### src/rtl/ex_mem_flags_stage.sv
// rtl/ex_mem_flags_stage.sv - EX/MEM pipeline register with NZCV flag register and branch resolution
//
// Captures the ALU result and control bits at the EX/MEM boundary, owns the
// architectural NZCV flags and resolves B, B.cond, CBZ and CBNZ into a
// registered taken/target pair for the fetch redirect.
//
// Optional feature macro: BRANCH_STATS_EN (adds the 32-bit taken_count output).
//
// Ports:
//   clk, reset              clock, synchronous active-high reset
//   ex_valid                EX holds a live instruction
//   alu_*                   ALU result and N/Z/V/C flags
//   ex_set_flags            instruction writes NZCV
//   ex_is_uncond/bcond/cbz/cbnz, ex_cond, ex_branch_target   branch controls
//   ex_store_data, ex_rd, ex_reg_write, ex_mem_read, ex_mem_write   forwarded controls
//   stall, flush            hold the stage / kill the EX instruction
//   mem_*                   registered outputs to MEM
//   flags                   architectural {N,Z,C,V}
//   taken_count             taken branches advanced into MEM (BRANCH_STATS_EN only)

module ex_mem_flags_stage #(
    parameter int BITS     = 64,
    parameter int REG_ADDR = 5
) (
    input  logic                clk,
    input  logic                reset,
    input  logic                ex_valid,
    input  logic [BITS-1:0]     alu_result,
    input  logic                alu_negative,
    input  logic                alu_zero,
    input  logic                alu_overflow,
    input  logic                alu_carry_out,
    input  logic                ex_set_flags,
    input  logic                ex_is_uncond,
    input  logic                ex_is_bcond,
    input  logic                ex_is_cbz,
    input  logic                ex_is_cbnz,
    input  logic [3:0]          ex_cond,
    input  logic [BITS-1:0]     ex_branch_target,
    input  logic [BITS-1:0]     ex_store_data,
    input  logic [REG_ADDR-1:0] ex_rd,
    input  logic                ex_reg_write,
    input  logic                ex_mem_read,
    input  logic                ex_mem_write,
    input  logic                stall,
    input  logic                flush,
    output logic                mem_valid,
    output logic [BITS-1:0]     mem_result,
    output logic [BITS-1:0]     mem_store_data,
    output logic [REG_ADDR-1:0] mem_rd,
    output logic                mem_reg_write,
    output logic                mem_mem_read,
    output logic                mem_mem_write,
    output logic                mem_branch_taken,
    output logic [BITS-1:0]     mem_branch_target,
    output logic [3:0]          flags
`ifdef BRANCH_STATS_EN
    ,
    output logic [31:0]         taken_count
`endif
);

    logic flag_n, flag_z, flag_c, flag_v;
    logic cond_true;
    logic branch_taken;
    logic flags_we;

    // B.cond evaluates against the architectural flags, never this cycle's ALU flags.
    assign flag_n = flags[3];
    assign flag_z = flags[2];
    assign flag_c = flags[1];
    assign flag_v = flags[0];

    always_comb begin
        cond_true = 1'b0;
        case (ex_cond)
            4'b0000: cond_true = flag_z;
            4'b0001: cond_true = ~flag_z;
            4'b0010: cond_true = flag_c;
            4'b0011: cond_true = ~flag_c;
            4'b0100: cond_true = flag_n;
            4'b0101: cond_true = ~flag_n;
            4'b0110: cond_true = flag_v;
            4'b0111: cond_true = ~flag_v;
            4'b1000: cond_true = flag_c & ~flag_z;
            4'b1001: cond_true = ~(flag_c & ~flag_z);
            4'b1010: cond_true = (flag_n == flag_v);
            4'b1011: cond_true = (flag_n != flag_v);
            4'b1100: cond_true = ~flag_z & (flag_n == flag_v);
            4'b1101: cond_true = ~(~flag_z & (flag_n == flag_v));
            default: cond_true = 1'b1;
        endcase
    end

    // CBZ/CBNZ rely on the ALU passing Rt through so alu_zero reflects Rt == 0.
    always_comb begin
        branch_taken = ex_valid & (ex_is_uncond
                                 | (ex_is_cbz   &  alu_zero)
                                 | (ex_is_cbnz  & ~alu_zero)
                                 | (ex_is_bcond &  cond_true));
    end

    assign flags_we = ex_valid & ex_set_flags & ~stall & ~flush;

    always_ff @(posedge clk) begin
        if (reset) begin
            mem_valid         <= 1'b0;
            mem_result        <= '0;
            mem_store_data    <= '0;
            mem_rd            <= '0;
            mem_reg_write     <= 1'b0;
            mem_mem_read      <= 1'b0;
            mem_mem_write     <= 1'b0;
            mem_branch_taken  <= 1'b0;
            mem_branch_target <= '0;
        end else if (flush) begin
            mem_valid        <= 1'b0;
            mem_reg_write    <= 1'b0;
            mem_mem_read     <= 1'b0;
            mem_mem_write    <= 1'b0;
            mem_branch_taken <= 1'b0;
        end else if (!stall) begin
            // Data registers load unconditionally; on a bubble they are don't-care.
            mem_valid         <= ex_valid;
            mem_result        <= alu_result;
            mem_store_data    <= ex_store_data;
            mem_rd            <= ex_rd;
            mem_reg_write     <= ex_valid & ex_reg_write;
            mem_mem_read      <= ex_valid & ex_mem_read;
            mem_mem_write     <= ex_valid & ex_mem_write;
            mem_branch_taken  <= branch_taken;
            mem_branch_target <= ex_branch_target;
        end
    end

    always_ff @(posedge clk) begin
        if (reset) begin
            flags <= 4'b0000;
        end else if (flags_we) begin
            flags <= {alu_negative, alu_zero, alu_carry_out, alu_overflow};
        end
    end

`ifdef BRANCH_STATS_EN
    always_ff @(posedge clk) begin
        if (reset) begin
            taken_count <= '0;
        end else if (~flush & ~stall & branch_taken) begin
            taken_count <= taken_count + 32'd1;
        end
    end
`endif

endmodule

### config.mk
export PLATFORM = sky130hd
export DESIGN_NAME = ex_mem_flags_stage
export DESIGN_NICKNAME = d
export VERILOG_FILES = /design/src/rtl/ex_mem_flags_stage.sv
export SDC_FILE = /design/constraint.sdc
export NUM_CORES = 1
export LEC_CHECK = 0
export CAP_MARGIN = 10
export CORE_MARGIN = 10
export CORE_UTILIZATION = 34
export DETAILED_ROUTE_END_ITERATION = 10
export GPL_ROUTABILITY_DRIVEN = 0
export PLACE_DENSITY_LB_ADDON = 0.15
export SETUP_SLACK_MARGIN = 0.2
export SLEW_MARGIN = 20
export SYNTH_ARGS = -nofsm -noshare
export SYNTH_HDL_FRONTEND = slang
export SYNTH_SLANG_ARGS = --single-unit
### constraint.sdc
create_clock -name clk -period 1.3 [get_ports clk]
set_input_delay 0.195 -clock clk [delete_from_list [all_inputs] [get_ports clk]]
set_output_delay 0.195 -clock clk [all_outputs]
set_load 0.005 [all_outputs]
==> key figures, run 1 <==
Synthesis
  – Most used DFF post-synth: dfxtp_1
  – Synth area leader: dfxtp_1
  – Post-synth cell types: 31
  – Async set or reset register ratio after synthesis: 0%
  – Synth Area per Inst: 8.06 um^2
  – Largest cells by area after synthesis: dfxtp_1 (56%), nand2_1 (20%), a21oi_1 (14%), buf_6 (2.5%), buf_2 (1.4%)
  – Ys Warns: 0
  – Sequential area share after synthesis: 56.2%
  – Synth top area share: 56.2%
  – EDFF count, synth: 0
  – Cell area after synthesis: 7330 um^2
  – FF+latch count, synth: 206
  – Mapped Cells: 910
  – Top cells by count, synth: nand2_1 (394), dfxtp_1 (206), a21oi_1 (198), clkbuf_1 (22), buf_2 (20)
  – Post-synth net total: 1,128
  – Most frequent cell after synthesis: nand2_1

Floorplan
  – IO Count: 424
  – FP Rows: 53
  – Die height: 167 um
  – Die Area: 27,800 um^2
  – Effective utilization at floorplan: 34.7%
  – Placeable Area: 21,200 um^2
  – DIE WIDTH: 167 um

Place
  – # port buffers: 423
  – Placed Area: 12,000 um^2
  – Detailed Place HPWL: 22,600 um
  – Pre-CTS setup slack: -0.376 ns

Worst setup path
  – Most used cell, CP: nand4_1
  – Crit path capture: mem_branch_taken
  – CP top delay family: multiplexers
  – Worst EP required: 1.68 ns
  – Worst-case reg-to-reg path depth: 4
  – RR Endpoint: mem_branch_taken
  – FF-to-FF Start: flags[0]
  – Worst path bufs/invs: 0
  – Crit start category: flip-flop
  – CP max stage delay: 0.48 ns
  – Crit path arrival time: 1.60 ns
  – Crit path depth: 4
  – Crit path launch: flags[0]
  – CP Cell Sequence: mux4_2 -> nand4_1 -> o22a_1 -> nand4_1
  – Critical path peak fanout: 3
  – Flop2flop setup slack: 0.07 ns
  – CP endpoint kind: flip-flop
  – CP max-delay cell: mux4_2
  – Crit Path Category: reg -> reg

Global routing
  – Number of global-route vias before repair: 7,614
  – Tot GR Track Use: 20.2%
  – Grt total ovfl: 0
  – First-pass GRT wire length: 45,700 um
  – Largest net degree at the start of global routing: 76
  – Antenna violations before repair: 0

Layout
  – Antenna Cells: 0
  – Area growth syn-to-layout: 82.5%
  – Layout Nets: 1,573
  – Final Cell Area: 13,400 um^2
  – Share of post-route cells with drive strength above 1: 37.8%
  – End-of-flow core utilization: 63.3%

CTS
  – Worst-path clk slew: 0.06 ns
  – Clk root buf: clkbuf_16
  – Clock Latency Late Sink: 0.50 ns
  – CTS Buf Count: 23
  – TritonCTS clock tree: yes
  – H-tree levels: 1
  – Longest Clk Path Bufs: 3
  – CTS sink cnt: 206

Hold path
  – Worst hold path type: in -> reg

STA
  – RSZ-0062 raised after global routing: yes
  – Setup-failing EPs final: 0
  – Final period utilization: 94.5%
  – Clk_skew: 0.00136 ns
  – Max Freq: 814 MHz
  – Relative slew slack: 77.1%
  – Fin. Hold Viols: 0
  – Final Max Slew Viols: 0
  – Fin crit period: 1.23 ns
  – Tightest Pin Transition: 0.344 ns
  – Worst setup margin: 0.0713 ns

Pwr
  – Comb pwr share: 14.6%
  – Power Density: 1170 nW/um^2
  – VDD IR-drop max: 1.03 mV
  – Switching pwr: 0.00359 W
  – Net Sw Frac: 23.0%
  – Total chip power: 0.0156 W
  – Seq pwr share: 43.9%
  – Clk pwr share: 41.5%
  – Leakage power: 5.41 nW
  – Pint: 0.0120 W

Route
  – Ratio of routed vias to standard cells: 4.71
  – Initial drt markers: 411
  – Wirelength, routed: 30,600 um
  – Residual DRC: 0
  – Pre-Repair DR Iteration Count: 4
  – Antenna Violating Nets Remaining: 0
  – Vias: 7,740
  – Routed wire per std cell: 18.6 um

Job
  – Max cap viols: 0

Outcome
  – Status: finished clean
-- power by group through the flow --
stage | combinational, W | clock (W) | sequential (W)
2_1_floorplan | 0.000658 | 0 | 0.00690
3_3_place_gp | 0.00220 | 0 | 0.00687
3_5_place_dp | 0.00222 | 0 | 0.00688
4_1_cts | 0.00212 | 0.00665 | 0.00681
5_1_grt | 0.00247 | 0.00688 | 0.00689
6_report | 0.00228 | 0.00648 | 0.00685
-- state kept, by name, summed over array words and instances (netlist names) --
name               cells
mem_branch_target     64
mem_result            64
mem_store_data        64
mem_rd                 5
flags                  4
mem_branch_taken       1
mem_mem_read           1
mem_mem_write          1
mem_reg_write          1
mem_valid              1
-- worst min path at each step --
stage                         start              endpoint  slack [ns]  cells past startpoint
6_report             alu_result[52]        mem_result[52]        0.23                      3
3_5_place_dp         mem_result[20]        mem_result[20]        0.45                      2
4_1_cts         ex_branch_target[8]  mem_branch_target[8]        0.21                      3
3_3_place_gp   mem_branch_target[1]  mem_branch_target[1]        0.44                      2
2_1_floorplan   ex_branch_target[0]  mem_branch_target[0]        0.33                      2
5_1_grt              alu_result[47]        mem_result[47]        0.22                      3
-- layout make-up --
cell class	count	area (um^2)
fillers	1817	7770
clock buffers	32	669
clock inverters	5	77.6
multi-input cells	637	2810
well taps	275	344
flip-flops and latches	206	4390
repair buffers	487	5090
-- routing by layer --
metal | track usage (%) | vias up | wire length [um]
li1 | - | 3819 | -
met1 | 21.9 | 3550 | 11300
met2 | 34.4 | 327 | 14800
met3 | 10.0 | 44 | 3670
met4 | 5.35 | 0 | 783
met5 | 0 | - | 0
-- cell usage in the layout, fill, tap and decap left out, types with 3 or more instances in the layout --
cell	Yosys	layout
nor2b_1	3	3
a21oi_1	198	198
a22oi_1	3	3
buf_2	20	11
clkdlybuf4s50_1	0	214
mux2i_1	4	4
clkbuf_1	22	3
dfxtp_2	0	204
clkbuf_16	0	23
nand4_1	3	3
buf_4	4	47
nor2_1	9	9
buf_12	0	14
clkbuf_8	0	6
nand2_1	394	394
buf_6	16	198
-- tightest hold or removal path: cells and delay by family --
family / cells / cell delay, ns
AOI/OAI and AO/OA: 1 / 0.05
and+or+nand+nor: 1 / 0.05
buffers and inverters: 1 / 0.40
-- metrics by stage --
stage / std cells / setup TNS [ns] / hold slack, ns
final: 1642 / 0 / 0.232
after global routing: 1642 / 0 / 0.215
after CTS: 1628 / 0 / 0.210
after detailed placement: 1581 / -61.89 / 0.446
after global placement: 1581 / -57.95 / 0.440
after floorplan: 910 / 0 / 0.331
-- logic make-up (layout without fill, tap and decap cells) --
kind of cell,count (synthesis),in the layout,share of synthesized area [%]
AO/OA/AOI/OAI,207,207,14.5
buffers and inverters,68,524,5.66
XOR/XNOR,3,3,0.358
flip-flops,206,206,56.2
multiplexers,6,6,1.01
AND/OR/NAND/NOR,420,421,22.2
-- what timing repair did --
item                       in CTS  in global routing
hold buffers                    1                  0
hold endpoints to repair        5                  0
gates resized for setup      1094                139
setup buffers                   9                 13
gates cloned                    0                  1
pin swaps                       0                  2
setup endpoints to repair     312                401
No activity file was read; power rests on OpenSTA's default activity.
==> inputs of run 2 (changes only) <==
--- a/constraint.sdc
+++ b/constraint.sdc
@@ -3,2 +3,2 @@
 set_output_delay 0.195 -clock clk [all_outputs]
-set_load 0.005 [all_outputs]
+set_load 0.05 [all_outputs]
==> key figures, run 2 (synthesis results as in run 1) <==
Route
  – Pre-Repair DR Iteration Count: 5
  – Initial drt markers: 437
  – Ratio of routed vias to standard cells: 4.75
  – Antenna Violating Nets Remaining: 0
  – Wirelength, routed: 33,200 um
  – Vias: 7,960
  – Residual DRC: 0
  – Routed wire per std cell: 19.8 um

Layout
  – Share of post-route cells with drive strength above 1: 38.7%
  – Top Registers: mem_branch_target x64, mem_result x64, mem_store_data x64
  – Commonest non-fill, non-tap cells in the layout: nand2_1 (394), buf_12 (221), clkdlybuf4s50_1 (214)
  – Final Cell Area: 15,700 um^2
  – Layout Nets: 1,594
  – Area growth syn-to-layout: 113%
  – Commonest non-fill, non-tap cell in the layout: nand2_1

CTS
  – Clock Latency Late Sink: 0.50 ns
  – Worst-path clk slew: 0.06 ns
  – TritonCTS clock tree: yes
  – Longest Clk Path Bufs: 3
  – Clk root buf: clkbuf_16
  – CTS Buf Count: 24
  – H-tree levels: 1
  – CTS sink cnt: 206

STA
  – Final Max Slew Viols: 0
  – Relative slew slack: 84.4%
  – Fin. Hold Viols: 0
  – RSZ-0062 raised after global routing: yes
  – Max Freq: 768 MHz
  – Fin crit period: 1.30 ns
  – Worst setup margin: -0.00271 ns
  – Hold WS: 0.129 ns
  – Clk_skew: 0.00591 ns
  – Final period utilization: 100%
  – Setup-failing EPs final: 1
  – Tightest Pin Transition: 0.233 ns

Worst setup path
  – RR Endpoint: mem_branch_taken
  – CP max-delay cell: dfxtp_4
  – Flop2flop setup slack: 0.06 ns
  – CP Cell Sequence: buf_6 -> buf_12
  – FF-to-FF Start: flags[3]
  – Crit path arrival time: 1.11 ns
  – CP endpoint kind: output port
  – CP max stage delay: 0.35 ns
  – Worst EP required: 1.11 ns
  – Crit Path Category: reg -> out
  – Critical path peak fanout: 2
  – Crit start category: flip-flop
  – Worst-case reg-to-reg path depth: 6

Hold path
  – WHS Path Cells: 3
  – Worst hold path type: in -> reg
  – Min-delay src: stall
  – Hold endpoint: mem_mem_write

Place
  – Detailed Place HPWL: 24,900 um
  – # port buffers: 423
  – Pre-CTS setup slack: -0.486 ns
  – Placed Area: 14,200 um^2

Global routing
  – Number of global-route vias before repair: 8,201
  – Tot GR Track Use: 21.8%
  – First-pass GRT wire length: 48,700 um
  – Antenna violations before repair: 7
  – Grt total ovfl: 0
  – Largest net degree at the start of global routing: 40

Outcome
  – Failing checks: setup timing
  – Status: finished, violations left

Floorplan
  – Effective utilization at floorplan: 34.7%
  – FP Rows: 53
  – DIE WIDTH: 167 um
  – Die Area: 27,800 um^2
  – Die height: 167 um
  – Placeable Area: 21,200 um^2
  – IO Count: 424

Job
  – Max cap viols: 0

Pwr
  – VDD IR-drop max: 0.879 mV
  – Leakage power: 6.06 nW
  – Power Density: 1120 nW/um^2
[run 2: cell types whose count changed in the layout (fill, tap and decap cells not counted), moves of 9 or more]
cell     delta
buf_4       +9
dfxtp_4     +9
buf_12    +207
buf_6     -191
buf_2      -11
dfxtp_2     -9
[run 2: worst max-delay path: cells and delay by family (launching register included)]
| family | cells | cell delay (ns) |
|---|---|---|
| flip-flops | 1 | 0.35 |
| buffers and inverters | 2 | 0.26 |
[run 2: worst max-delay path by stage]
stage / endpoint / cells after the start / start
4_1_cts: flags[3] / 2 / flags[3]
3_5_place_dp: mem_branch_target[2] / 5 / stall
3_3_place_gp: mem_store_data[27] / 6 / stall
5_1_grt: flags[3] / 2 / flags[3]
2_1_floorplan: mem_branch_taken / 4 / flags[0]
6_report: flags[3] / 2 / flags[3]
[run 2: area by class of cell]
type | count | area (um^2)
multi-input cells | 636 | 2820
well taps | 275 | 344
clock buffers | 41 | 736
clock inverters | 3 | 43.8
diodes | 6 | 15.0
flip-flops and latches | 206 | 4410
repair buffers | 508 | 7280
fillers | 1431 | 5500
[run 2: power breakdown]
part / leakage, nW / internal (W) / switching, W
Combinational: 3.91 / 0.00207 / 0.00187
Clock: 0.380 / 0.00403 / 0.00259
Sequential: 1.77 / 0.00665 / 0.000298
[run 2: stage by stage]
step                      util, %  std cells  total power [W]   TNS, ns
final                        74.0       1675           0.0175  -0.00271
after global routing         74.0       1675           0.0181   -0.0851
after CTS                    73.0       1654           0.0176   -0.0167
after detailed placement     67.0       1587           0.0108    -85.31
after global placement       67.0       1587           0.0108    -76.46
after floorplan                 -        910          0.00851         0
[run 2: repair_timing]
| item | 4_1_cts | 5_1_grt |
|---|---|---|
| setup buffers | 21 | 13 |
| gates resized for setup | 212 | 15 |
| setup endpoints to repair | 407 | 270 |
| pin swaps | 1 | 4 |
| hold buffers | 1 | 0 |
| hold endpoints to repair | 4 | 0 |
| cloned | 1 | 2 |
[run 2: layer usage]
| metal | vias to the layer above | share of wire, % | global-route usage [%] |
|---|---|---|---|
| met5 | - | 0.039 | 0 |
| met4 | 2 | 3.7 | 8.74 |
| met3 | 64 | 10 | 9.51 |
| met2 | 322 | 51 | 38.9 |
| met1 | 3698 | 35 | 21.7 |
| li1 | 3874 | - | - |
